==> config.mk <==
export PLATFORM = sky130hd
export DESIGN_NAME = wb_arbiter_2to1
export DESIGN_NICKNAME = d
export VERILOG_FILES = /design/src/rtl/wb_arbiter_2to1.sv
export SDC_FILE = /design/constraint.sdc
export NUM_CORES = 1
export LEC_CHECK = 0
export CORE_AREA = 2 2 122 124
export DETAILED_ROUTE_END_ITERATION = 8
export DIE_AREA = 0 0 124 126
export HOLD_SLACK_MARGIN = 0.06
export SLEW_MARGIN = 15
export SYNTH_ARGS = -nofsm -noshare
export SYNTH_HDL_FRONTEND = slang
export SYNTH_SLANG_ARGS = --single-unit
==> constraint.sdc <==
create_clock -name clk_i -period 4.2 [get_ports clk_i]
set_input_delay 1.26 -clock clk_i [delete_from_list [all_inputs] [get_ports clk_i]]
set_output_delay 1.26 -clock clk_i [all_outputs]
set_load 0.005 [all_outputs]
==> src/rtl/wb_arbiter_2to1.sv <==
// Two-master to one-slave Wishbone arbiter.
// Master 0 (instruction fetch) and master 1 (data port) share one slave port.
// A grant is held for a whole CYC. On a tie the grant goes round-robin
// (FAIR=1) or always to master 0 (FAIR=0). An optional watchdog answers a
// strobe that is never acknowledged with a one-cycle ERR.
module wb_arbiter_2to1 #(
    parameter int FAIR           = 1,
    parameter int TIMEOUT_CYCLES = 0
) (
    input  logic        clk_i,
    input  logic        rst_ni,

    input  logic [31:0] wbm0_addr_i,
    input  logic [31:0] wbm0_dat_i,
    input  logic [3:0]  wbm0_sel_i,
    input  logic        wbm0_cyc_i,
    input  logic        wbm0_stb_i,
    input  logic        wbm0_we_i,
    output logic [31:0] wbm0_dat_o,
    output logic        wbm0_ack_o,
    output logic        wbm0_err_o,

    input  logic [31:0] wbm1_addr_i,
    input  logic [31:0] wbm1_dat_i,
    input  logic [3:0]  wbm1_sel_i,
    input  logic        wbm1_cyc_i,
    input  logic        wbm1_stb_i,
    input  logic        wbm1_we_i,
    output logic [31:0] wbm1_dat_o,
    output logic        wbm1_ack_o,
    output logic        wbm1_err_o,

    output logic [31:0] wbs_addr_o,
    output logic [31:0] wbs_dat_o,
    output logic [3:0]  wbs_sel_o,
    output logic        wbs_cyc_o,
    output logic        wbs_stb_o,
    output logic        wbs_we_o,
    input  logic [31:0] wbs_dat_i,
    input  logic        wbs_ack_i
);

    typedef enum logic [1:0] {
        IDLE = 2'd0,
        GNT0 = 2'd1,
        GNT1 = 2'd2
    } state_e;

    localparam int CNT_W = (TIMEOUT_CYCLES > 1) ? $clog2(TIMEOUT_CYCLES) : 1;

    state_e state_q, state_d;
    logic   last_gnt_q, last_gnt_d;
    logic   slave_busy;
    logic   wd_fire;

    // State and last-grant registers; reset leaves master 1 as "last served"
    // so master 0 wins the first tie.
    always_ff @(posedge clk_i or negedge rst_ni) begin
        if (!rst_ni) begin
            state_q    <= IDLE;
            last_gnt_q <= 1'b1;
        end else begin
            state_q    <= state_d;
            last_gnt_q <= last_gnt_d;
        end
    end

    // Next-state: a grant is held while its CYC stays high and hands over
    // directly to a waiting master without passing through IDLE.
    always_comb begin
        state_d    = state_q;
        last_gnt_d = last_gnt_q;
        case (state_q)
            IDLE: begin
                if (wbm0_cyc_i && wbm1_cyc_i) begin
                    state_d = (FAIR != 0 && !last_gnt_q) ? GNT1 : GNT0;
                end else if (wbm0_cyc_i) begin
                    state_d = GNT0;
                end else if (wbm1_cyc_i) begin
                    state_d = GNT1;
                end
            end
            GNT0: begin
                last_gnt_d = 1'b0;
                if (!wbm0_cyc_i) begin
                    state_d = wbm1_cyc_i ? GNT1 : IDLE;
                end
            end
            GNT1: begin
                last_gnt_d = 1'b1;
                if (!wbm1_cyc_i) begin
                    state_d = wbm0_cyc_i ? GNT0 : IDLE;
                end
            end
            default: state_d = IDLE;
        endcase
    end

    // Request mux towards the slave; IDLE parks every slave signal at zero.
    always_comb begin
        wbs_addr_o = 32'h0;
        wbs_dat_o  = 32'h0;
        wbs_sel_o  = 4'h0;
        wbs_cyc_o  = 1'b0;
        wbs_stb_o  = 1'b0;
        wbs_we_o   = 1'b0;
        case (state_q)
            GNT0: begin
                wbs_addr_o = wbm0_addr_i;
                wbs_dat_o  = wbm0_dat_i;
                wbs_sel_o  = wbm0_sel_i;
                wbs_cyc_o  = wbm0_cyc_i;
                wbs_stb_o  = wbm0_stb_i;
                wbs_we_o   = wbm0_we_i;
            end
            GNT1: begin
                wbs_addr_o = wbm1_addr_i;
                wbs_dat_o  = wbm1_dat_i;
                wbs_sel_o  = wbm1_sel_i;
                wbs_cyc_o  = wbm1_cyc_i;
                wbs_stb_o  = wbm1_stb_i;
                wbs_we_o   = wbm1_we_i;
            end
            default: ;
        endcase
    end

    assign slave_busy = wbs_cyc_o & wbs_stb_o;

    generate
        if (TIMEOUT_CYCLES > 0) begin : g_wd
            localparam logic [CNT_W-1:0] WD_LAST = CNT_W'(TIMEOUT_CYCLES - 1);
            logic [CNT_W-1:0] wd_cnt_q, wd_cnt_d;

            // Watchdog count of consecutive unacknowledged strobe cycles;
            // an ack in the expiry cycle takes precedence over the error.
            always_comb begin
                wd_fire  = slave_busy && !wbs_ack_i && (wd_cnt_q == WD_LAST);
                wd_cnt_d = wd_cnt_q + 1'b1;
                if ((state_d != state_q) || !slave_busy || wbs_ack_i || wd_fire) begin
                    wd_cnt_d = '0;
                end
            end

            // Watchdog counter register.
            always_ff @(posedge clk_i or negedge rst_ni) begin
                if (!rst_ni) begin
                    wd_cnt_q <= '0;
                end else begin
                    wd_cnt_q <= wd_cnt_d;
                end
            end
        end else begin : g_no_wd
            assign wd_fire = 1'b0;
        end
    endgenerate

    // Responses go only to the granted master; read data is broadcast and
    // qualified by ack at each master.
    assign wbm0_dat_o = wbs_dat_i;
    assign wbm1_dat_o = wbs_dat_i;
    assign wbm0_ack_o = (state_q == GNT0) & wbs_ack_i & wbm0_cyc_i & wbm0_stb_i;
    assign wbm1_ack_o = (state_q == GNT1) & wbs_ack_i & wbm1_cyc_i & wbm1_stb_i;
    assign wbm0_err_o = (state_q == GNT0) & wd_fire;
    assign wbm1_err_o = (state_q == GNT1) & wd_fire;

endmodule

==> metrics.csv <==
metric,value,unit
status,finished clean,
fin crit period,3970,ps
largest family of logic cells by synthesized area,compound AO/OA/AOI/OAI gates,
Rows,44,
first-pass GRT wire length,10.5,mm
IO Port Bufs,217,
sequential power share,4.0,%
"Hold Vio Cnt, Final",0,
TritonCTS Sinks,3,
layout cell share with drive strength beyond 1,5.52,%
vias in the first global route,2133,
final WL,7.92,mm
clock buffer count from CTS,3,
Max Slew Vio Count,0,
Vias/cell,3.86,
crit path kind,input port to output port,
Max-cap violations,0,
die height,126,um
Power per Cell Area,421,nW/um2
Fmax,252,MHz
P_leak,1.28,nW
TritonCTS clock tree,done,
simple-gate portion of the synthesized area,5.37,%
"Power, Total",1.45,mW
via count,1968,
combinational power share,85.6,%
arrival time worst endpoint,2710,ps
Max Clock Skew,0.821,ps
Storage cell area,76.3,um2
synthesized area,1540,um2
"Core Util, Final",24.0,%
Hold Crit Class,flip-flop to flip-flop,
Sw Share,35.1,%
RSZ-0062 raised after global routing,no,
final worst path period share,94.5,%
setup TNS,0,ps
Initial DRC Count,24,
NetSw,0.507,mW
Horiz. Die Dim,124,um
core area,14300,um2
initial antenna violation count,0,
GRT overflow,0,
n_diodes,0,
Syn Inst Count,182,
area grow syn2layout,123,%
GRT Total Usage,8.69,%
mux contribution to synthesized area,1.71,%
xor/xnor cell area share of the yosys netlist,0,%
Int Power,0.939,mW
post-CTS setup buffer count,0,
crit path max fanout,5,
CP Data Required Time,2940,ps
share of the yosys chip area belonging to registers,4.96,%
Synth Area in Compound Gates,42.5,%
routability congestion estimate,0.707,
Synth warnings,0,
clock root buffer,clkbuf_16,
ANT nets after route,0,
# DRC,0,
most frequent cells in the layout,"clkdlybuf4s50_1 (217), a22o_1 (70), ha_1 (5)",
I/O pin count,316,
CTS Hold Bufs,0,
Final #Nets,509,
DP HPWL,6.91,mm
H-tree depth,1,
Post-Synth Adder-Cell Area,4.07,%
fill cell count,1560,
drt wl/cell,15.5,um
post-synth cell types,26,
Worst-path clk slew,30,ps
Die ar.,15600,um2
maximum vdd drop,0.317,mV
"most common cell after layout, fill and taps aside",clkdlybuf4s50_1,
final setup violating endpoints,0,
initial core utilization,10.8,%
Worst-Skew Late Latency,220,ps
Clock Tree Buf Depth,2,
area occupied by multi-input gates,836,um2
Yosys reg bits,3,
Worst setup EP type,output port,
startpoint types,input port,
DRT Pass-1 Iters,4,
pin count of the biggest net entering global routing,42,
mean post-synth cell area,8.46,um2
clock share of power,10.4,%
CTS resizes,0,
==> cell type report <==
class / instances / area share [%]
Inverter: 3 / 0.328
Timing Repair Buffer: 221 / 64.1
Multi-Input combinational cell: 95 / 24.3
Sequential cell: 3 / 2.22
Tap cell: 184 / 6.70
Clock buffer: 4 / 2.30
==> state kept, by name, indices dropped and copies added (netlist names) <==
register	flops
last_gnt_q	1
state_q	2
==> Yosys cell counts <==
master,number,area [um2]
a21o_2,1,8.76
a21oi_1,1,5.00
a22o_1,70,613
a22oi_2,1,12.5
a31oi_1,1,6.26
and2_1,2,12.5
and2b_1,1,7.51
and4_1,1,8.76
and4_2,1,10.0
buf_2,8,40.0
buf_4,67,503
buf_6,7,78.8
conb_1,1,3.75
dfrtp_1,2,50.1
dfstp_2,1,26.3
ha_1,5,62.6
inv_1,3,11.3
mux2_2,1,11.3
mux2_4,1,15.0
nand2_1,1,3.75
nand2_2,1,6.26
nand2b_1,1,6.26
nand3b_1,1,7.51
o41ai_1,1,8.76
or2b_2,1,8.76
or3b_4,1,11.3
==> metal layers <==
layer  track usage (%)  up-vias  share of wire [%]
met5                 0        -                  0
met4              2.05        0                2.0
met3              2.54       22                 12
met2              17.2      163                 50
met1              8.64      878                 36
li1                  -      905                  -
==> logic make-up (layout without fill, tap and decap cells) <==
| logic type | count (synthesis) | in the layout |
|---|---|---|
| AOI/OAI and AO/OA | 75 | 75 |
| adders and majority gates | 5 | 5 |
| buffers and inverters | 85 | 228 |
| DFF | 3 | 3 |
| muxes | 2 | 2 |
| other | 1 | 2 |
| and+or+nand+nor | 11 | 11 |
==> critical path, cell delays in order <==
cell and delay [ps]:
clkdlybuf4s50_1 510, a22oi_2 280, and2b_1 210, clkdlybuf4s50_1 450
==> final timing paths <==
| kind | cells past startpoint | startpoint | endpoint | slack [ps] |
|---|---|---|---|---|
| min reg2reg | 1 | last_gnt_q | last_gnt_q | 620 |
| max | 4 | wbm0_cyc_i | wbs_cyc_o | 230 |
| max in group asynchronous | 1 | rst_ni | last_gnt_q | 2760 |
| min in group asynchronous | 1 | rst_ni | state_q[0] | 1220 |
| min | 1 | last_gnt_q | last_gnt_q | 620 |
| max reg2reg | 5 | state_q[0] | state_q[1] | 2540 |
==> metrics by stage <==
| stage | setup slack, ps | instance area, um2 | instances | hold WS (ps) |
|---|---|---|---|---|
| final | 230 | 3430 | 510 | 620 |
| after global placement | 258 | 3360 | 506 | 601 |
| after detailed placement | 246 | 3360 | 506 | 612 |
| after CTS | 230 | 3430 | 510 | 623 |
| after global routing | 195 | 3430 | 510 | 634 |
| after floorplan | 1270 | 1540 | 183 | 559 |
==> power by group through the flow <==
stage | clock (mW) | combinational (mW) | sequential (mW)
global route | 0.156 | 1.33 | 0.0601
finish | 0.150 | 1.24 | 0.0580
floorplan | 0 | 0.586 | 0.0544
global placement | 0 | 1.24 | 0.0572
detailed placement | 0 | 1.25 | 0.0582
CTS | 0.153 | 1.26 | 0.0580
Note: power is estimated with default switching activity, not from simulation.
